## config.mk

```make
export PLATFORM = sky130hd
export DESIGN_NAME = hazard_unit
export DESIGN_NICKNAME = d
export VERILOG_FILES = /design/src/rtl/hazard_pkg.sv /design/src/rtl/hazard_unit_fwd_sel.sv /design/src/rtl/hazard_unit.sv
export SDC_FILE = /design/constraint.sdc
export NUM_CORES = 1
export LEC_CHECK = 0
export CORE_MARGIN = 2
export CORE_UTILIZATION = 26
export DETAILED_ROUTE_END_ITERATION = 10
export PLACE_DENSITY = 0.75
export SETUP_SLACK_MARGIN = 0.1
export SLEW_MARGIN = 40
export SYNTH_ARGS = -nofsm -noshare
export SYNTH_HDL_FRONTEND = slang
export SYNTH_SLANG_ARGS = --single-unit
```

## constraint.sdc

```tcl
create_clock -name CLK -period 1.5 [get_ports CLK]
set_input_delay 0.3 -clock CLK [delete_from_list [all_inputs] [get_ports CLK]]
set_output_delay 0.3 -clock CLK [all_outputs]
set_load 0.005 [all_outputs]
```

## src/rtl/hazard_pkg.sv

```systemverilog
// Shared types and constants for the RV32I pipeline hazard controller.
// Also used by the optional HAZARD_PERF_EN counter build.
package hazard_pkg;

    typedef enum logic [1:0] {
        RUN        = 2'b00,
        LOAD_STALL = 2'b01,
        BR_FLUSH   = 2'b10
    } state_t;

    typedef enum logic [1:0] {
        FWD_REG = 2'b00,
        FWD_WB  = 2'b01,
        FWD_MEM = 2'b10
    } fwd_sel_t;

    localparam int unsigned REG_ZERO = 32'd0;

endpackage

```

## src/rtl/hazard_unit_fwd_sel.sv

```systemverilog
// EX-stage forwarding select for one ALU operand; the MEM producer wins over WB,
// and x0 never forwards.
module fwd_sel
    import hazard_pkg::*;
#(
    parameter int REG_W = 5
) (
    input  logic [REG_W-1:0] rs_i,
    input  logic [REG_W-1:0] rd_mem_i,
    input  logic             regwrite_mem_i,
    input  logic [REG_W-1:0] rd_wb_i,
    input  logic             regwrite_wb_i,
    output fwd_sel_t         sel_o
);

    // Priority select: MEM result, then WB write data, then register file
    always_comb begin
        sel_o = FWD_REG;
        if (regwrite_mem_i && (rd_mem_i != REG_W'(REG_ZERO)) && (rd_mem_i == rs_i)) begin
            sel_o = FWD_MEM;
        end else if (regwrite_wb_i && (rd_wb_i != REG_W'(REG_ZERO)) && (rd_wb_i == rs_i)) begin
            sel_o = FWD_WB;
        end else begin
            sel_o = FWD_REG;
        end
    end

endmodule

```

## src/rtl/hazard_unit.sv

```systemverilog
// Load-use stall, taken-branch flush and forwarding control for the 5-stage core.
// Define HAZARD_PERF_EN to add saturating stall/flush event counters.
module hazard_unit
    import hazard_pkg::*;
#(
    parameter int REG_W = 5
`ifdef HAZARD_PERF_EN
    ,
    parameter int CNT_W = 32
`endif
) (
    input  logic             CLK,
    input  logic             RESET,
    input  logic [REG_W-1:0] rs1_ID,
    input  logic [REG_W-1:0] rs2_ID,
    input  logic [REG_W-1:0] rs1_EX,
    input  logic [REG_W-1:0] rs2_EX,
    input  logic [REG_W-1:0] rd_EX,
    input  logic [REG_W-1:0] rd_MEM,
    input  logic [REG_W-1:0] rd_WB,
    input  logic             MemRead_EX,
    input  logic             RegWrite_MEM,
    input  logic             RegWrite_WB,
    input  logic             PCSrc,
    output logic             PCWrite,
    output logic             ifid_ena,
    output logic             ifid_flush,
    output logic             idex_flush,
    output logic             exmem_flush,
    output logic [1:0]       fwd_a,
    output logic [1:0]       fwd_b
`ifdef HAZARD_PERF_EN
    ,
    input  logic             perf_clr,
    output logic [CNT_W-1:0] stall_cnt,
    output logic [CNT_W-1:0] flush_cnt
`endif
);

    state_t   state_q;
    state_t   state_d;
    logic     load_use_s;
    logic     lu_mask_s;
    logic     lu_eff_s;
    fwd_sel_t fwd_a_s;
    fwd_sel_t fwd_b_s;

    assign load_use_s = MemRead_EX && (rd_EX != REG_W'(REG_ZERO)) &&
                        ((rd_EX == rs1_ID) || (rd_EX == rs2_ID));

    // After a flush ID/EX holds a bubble, so a stale load match is ignored
    always_comb begin
        lu_mask_s = 1'b0;
        case (state_q)
            RUN:        lu_mask_s = 1'b0;
            LOAD_STALL: lu_mask_s = 1'b0;
            BR_FLUSH:   lu_mask_s = 1'b1;
            default:    lu_mask_s = 1'b0;
        endcase
    end

    assign lu_eff_s = load_use_s && !lu_mask_s;

    // Stall/flush outputs and next state; the branch flush outranks a load-use stall
    always_comb begin
        PCWrite     = 1'b1;
        ifid_ena    = 1'b1;
        ifid_flush  = 1'b0;
        idex_flush  = 1'b0;
        exmem_flush = 1'b0;
        state_d     = RUN;
        if (RESET) begin
            PCWrite     = 1'b0;
            ifid_ena    = 1'b0;
            ifid_flush  = 1'b1;
            idex_flush  = 1'b1;
            exmem_flush = 1'b1;
            state_d     = RUN;
        end else if (PCSrc) begin
            ifid_flush  = 1'b1;
            idex_flush  = 1'b1;
            exmem_flush = 1'b1;
            state_d     = BR_FLUSH;
        end else if (lu_eff_s) begin
            PCWrite     = 1'b0;
            ifid_ena    = 1'b0;
            idex_flush  = 1'b1;
            state_d     = LOAD_STALL;
        end else begin
            state_d     = RUN;
        end
    end

    // State register
    always_ff @(posedge CLK) begin
        if (RESET) begin
            state_q <= RUN;
        end else begin
            state_q <= state_d;
        end
    end

    fwd_sel #(.REG_W(REG_W)) u_fwd_a (
        .rs_i           (rs1_EX),
        .rd_mem_i       (rd_MEM),
        .regwrite_mem_i (RegWrite_MEM),
        .rd_wb_i        (rd_WB),
        .regwrite_wb_i  (RegWrite_WB),
        .sel_o          (fwd_a_s)
    );

    fwd_sel #(.REG_W(REG_W)) u_fwd_b (
        .rs_i           (rs2_EX),
        .rd_mem_i       (rd_MEM),
        .regwrite_mem_i (RegWrite_MEM),
        .rd_wb_i        (rd_WB),
        .regwrite_wb_i  (RegWrite_WB),
        .sel_o          (fwd_b_s)
    );

    // Forwarding selects fall back to the register file while in reset
    always_comb begin
        if (RESET) begin
            fwd_a = FWD_REG;
            fwd_b = FWD_REG;
        end else begin
            fwd_a = fwd_a_s;
            fwd_b = fwd_b_s;
        end
    end

`ifdef HAZARD_PERF_EN
    logic [CNT_W-1:0] stall_cnt_q;
    logic [CNT_W-1:0] flush_cnt_q;
    logic             stall_ev_s;
    logic             flush_ev_s;

    assign stall_ev_s = !RESET && !PCSrc && lu_eff_s;
    assign flush_ev_s = !RESET && PCSrc;

    // Saturating event counters; perf_clr beats a same-cycle increment
    always_ff @(posedge CLK) begin
        if (RESET || perf_clr) begin
            stall_cnt_q <= {CNT_W{1'b0}};
            flush_cnt_q <= {CNT_W{1'b0}};
        end else begin
            if (stall_ev_s && (stall_cnt_q != {CNT_W{1'b1}})) begin
                stall_cnt_q <= stall_cnt_q + {{(CNT_W-1){1'b0}}, 1'b1};
            end
            if (flush_ev_s && (flush_cnt_q != {CNT_W{1'b1}})) begin
                flush_cnt_q <= flush_cnt_q + {{(CNT_W-1){1'b0}}, 1'b1};
            end
        end
    end

    assign stall_cnt = RESET ? {CNT_W{1'b0}} : stall_cnt_q;
    assign flush_cnt = RESET ? {CNT_W{1'b0}} : flush_cnt_q;
`endif

endmodule

```

* Word-level counts from Yosys, hierarchy flattened
Index checks and enable logic that the tools add are counted. W data, S select, Z words.
Word-level totals: flip-flop bits (word level) 2, output and inout bits 9, logic and storage cells 41
Cells by class: eq/ne operators 7, multiplexer cells 17, reductions and logical operators 15
Operator list (number):
- $eq A5 B5 Y1 | 6
- $reduce_bool A5 Y1 | 3
- $mux W1 | 12
- $mux W2 | 5
- $logic_and A1 B1 Y1 | 9
- $eq A2 B2 Y1 const B | 1
- $reduce_or A2 Y1 | 1
- $logic_not A1 Y1 | 1
- $logic_or A1 B1 Y1 | 1

* Logic depth before layout (Yosys ltp)
word-level depth 7, depth in mapped cells 5, depth with buffers taken out 4

* Hierarchy
Synthesis repeated with hierarchy kept, for this count alone.
Unflattened totals: cell total of the unflattened synthesis 72, area, all modules 574.3 µm²
By module, submodules not included:
- fwd_sel | instances 2, cells an instance 20, area an instance 151.4 µm², seq. area each 0.0 µm²
- hazard_unit | instances 1, cells an instance 32, area an instance 271.5 µm², seq. area each 40.0 µm²

* Worst setup path after synthesis
No wires, ideal clock.
kind input -> output, from input port rd_MEM[1], to output port fwd_a[0], arrival 1.369 ns, data required time 1.200 ns, path slack -0.169 ns, stages on the path 4, cells stage by stage or4_1 > o21ai_2 > nor3_1 > nor4_2
Between the ends: longest elaborated chain between the ends 5, elaborated cells between the ends (all ways) 6
Ends and longest elaborated chain:
- start: declaration | line hazard_unit.sv:19 | input logic [REG_W-1:0] rd_MEM,
- $reduce_bool A5 Y1 | line hazard_unit_fwd_sel.sv:19 | if (regwrite_mem_i && (rd_mem_i != REG_W'(REG_ZERO)) && (rd_mem_i == rs_i)) begin
- $logic_and A1 B1 Y1 | line hazard_unit_fwd_sel.sv:19
- $logic_and A1 B1 Y1 * | line hazard_unit_fwd_sel.sv:19
- $mux W2 * | line hazard_unit_fwd_sel.sv:19
- $mux W2 * | line hazard_unit.sv:123 | if (RESET) begin
- end: declaration | line hazard_unit.sv:30 | output logic [1:0] fwd_a,
Mark *: on every way between the ends. The rest lies on a longest branch, timed or not.

* Final worst setup path
Same ends and word-level chain as after synthesis.

==> flow_metrics.tcl <==
set metrics [dict create \
    status "finished with violations" \
    violations "negative setup slack" \
    rrSetupSlack_ns 0.64 \
    cts_made_buffers 3 \
    path_class "input port to primary output" \
    nNetsFinal 189 \
    p_clk_share_pct 25.9 \
    drtIter0Drc 6 \
    reg2regPathDepth 4 \
    tightest_slew_ns 0.246 \
    row_count 16 \
    dr.pass1.iters 3 \
    crit_path_end_kind "primary output" \
    max_freq_ghz 0.526 \
    core_mm2 0.00190 \
    cap_violations 0 \
    cts.path.max_buffers 2 \
    area_delta_synth_final_pct 151 \
    postRouteAntennaNets 0 \
    async_flop_share_pct 0 \
    grt_usage_pct 21.6 \
    cts_tree "yes" \
    rsz0062_at_grt "yes" \
    synth_top_area_cell "xor2_1" \
    ys_seq_area_share_pct 7.82 \
    setup_ws_ns -0.402 \
    fin_cells 173 \
    timing.rr.end "state_q[0]" \
    largestRegisters "state_q x2" \
    port-buffer-count 49 \
    whs_endpoint "state_q[1]" \
    internal-power_uw 332 \
    cp_max_fo 3 \
    synth-seq-cells 2 \
    place_hpwl_mm 1.93 \
    yosys-top-cells-area "xor2_1, xnor2_1, dfxtp_1" \
    syn_area_um2 512 \
    finalWeightedCongestion 0.790 \
    fp.dieW_um 48.4 \
    cts_max_level 1 \
    pin_count 50 \
    arrival_ns 1.60 \
    clock_latency_ns 0.24 \
    syn_area_per_cell_um2 8.00 \
    netlist_top_cells_count "xor2_1, xnor2_1, nor3_1, or4_1" \
    hold_class "input port to register" \
    cts_root_buffer "clkbuf_4" \
    cts_sinks 2 \
    fin_crit_sh_pct 127 \
    largest_reg_flops 2 \
    num_vias 788 \
    holdPathStages 4 \
    vias_per_cell 4.55 \
    synth_cells 64 \
    switching_share_pct 34.4 \
    r2r-start "state_q[1]" \
    wl_mm 2.45 \
    finalMaxSlewViolations 0 \
    comb_power_share_pct 63.1 \
    regMostFlops "state_q" \
    syn_nets 105 \
    fin_crit_ns 1.90 \
    vdd_drop_max_v 0.000312 \
    synth-edff-count 0 \
    drive_gt1_share_pct 53.4 \
    grt_max_degree 4 \
    dp_slack_ns -1.23 \
    power_density_mw_per_mm2 395 \
    die_h_um 48.4 \
    required_ns 1.20 \
    wl_per_cell_um 14.2 \
    ys_warn_count 0 \
    grt_pass1_vias 829 \
    final_hold_viol_count 0 \
    slew_headroom_pct 83.5 \
    seqPwrFrac_pct 11.0 \
    yosysMostFrequentCell "xor2_1" \
    initial_core_util_pct 26.9 \
    p_sw_uw 174 \
    cp-start-kind "input port" \
    grt_pass1_wl_mm 3.83 \
    yosysTopAreaCellShare_pct 34.2 \
    fin_skew_ns 0.00763 \
    ys_types 20 \
    dp.cells 163 \
    clkTransAtPathRegs_ns 0.04 \
    n_antenna_cell 0 \
    antenna_found_initial 0 \
    synthFlopType "dfxtp_1" \
    dieArea_mm2 0.00234 \
    drc 0 \
    overflow 0 \
    power.leakage_nw 0.628 \
    post-route-util_pct 67.5 \
    worstHoldStart "RESET" \
    setup_viol 7 \
]
[metrics by stage]
| step | instance area (um2) | total power, mW | TNS, ns | hold WS [ns] |
|---|---|---|---|---|
| finish | 1280 | 0.507 | -2.17 | 0.480 |
| global route | 1280 | 0.549 | -2.45 | 0.478 |
| CTS | 1260 | 0.495 | -2.29 | 0.451 |
| detailed placement | 1230 | 0.366 | -8.50 | 0.674 |
| global placement | 1230 | 0.358 | -8.26 | 0.658 |
| floorplan | 531 | 0.153 | -0.229 | 0.372 |
[critical path, cell delays in order]
cell and delay, ns:
buf_6 0.09, or4_4 0.54, o21ai_4 0.17, nor3_1 0.09
nor4_2 0.26, buf_2 0.15
[kinds of logic after synthesis]
logic type             count (synthesis)  synth area share [%]
buffers and inverters                  4                  4.40
AO/OA/AOI/OAI                          6                  9.54
flip-flops                             2                  7.82
AND/OR/NAND/NOR                       22                  26.9
XOR/XNOR                              30                  51.3
[power by group through the flow]
stage	Sequential [mW]	Combinational, mW	Clock, mW
2_1_floorplan	0.0563	0.0963	0
3_3_place_gp	0.0564	0.302	0
3_5_place_dp	0.0564	0.310	0
4_1_cts	0.0559	0.306	0.133
5_1_grt	0.0558	0.344	0.150
6_report	0.0558	0.320	0.131
[how the worst max path moves through the flow]
| stage | start | end | slack [ns] |
|---|---|---|---|
| detailed placement | rd_WB[2] | fwd_a[0] | -1.23 |
| global route | rd_WB[2] | fwd_b[0] | -0.44 |
| global placement | rd_WB[3] | fwd_a[0] | -1.17 |
| finish | rd_MEM[1] | fwd_a[0] | -0.40 |
| CTS | rd_MEM[1] | fwd_b[0] | -0.49 |
| floorplan | rd_EX[1] | ifid_ena | -0.09 |
[per-layer routing]
| metal | vias up | global-route usage (%) | wire (um) |
|---|---|---|---|
| met3 | 0 | 7.72 | 212 |
| met2 | 45 | 43.3 | 1370 |
| li1 | 389 | - | - |
| met1 | 354 | 21.6 | 861 |
| met5 | - | 0 | 0 |
| met4 | 0 | 2.86 | 0 |
[what timing repair did]
item,in CTS,in global routing
setup endpoints to repair,10,7
resized for setup,121,28
buffers inserted,5,2
endpoints found under the hold margin,0,0
cloned,0,0
hold buffers,0,0
pin swaps,22,11
[cells in the final DEF, fill, tap and decap left out, types with 3 or more instances in the layout]
cell type / instances
buf_2: 15
nor3_1: 3
buf_4: 31
xnor2_1: 8
dlygate4sd2_1: 18
nor4_2: 3
dlymetal6s2s_1: 3
or4_4: 3
clkbuf_2: 4
clkbuf_4: 3
buf_6: 6
xor2_1: 20
[layout make-up]
class | count | area (um2)
sequential | 2 | 40.0
multi-input combinational | 58 | 539
timing repair buffer | 81 | 641
tap | 27 | 33.8
clock buffer | 3 | 22.5
inverter | 2 | 7.51
fill | 172 | 618
Note: power is estimated with default switching activity, not from simulation.
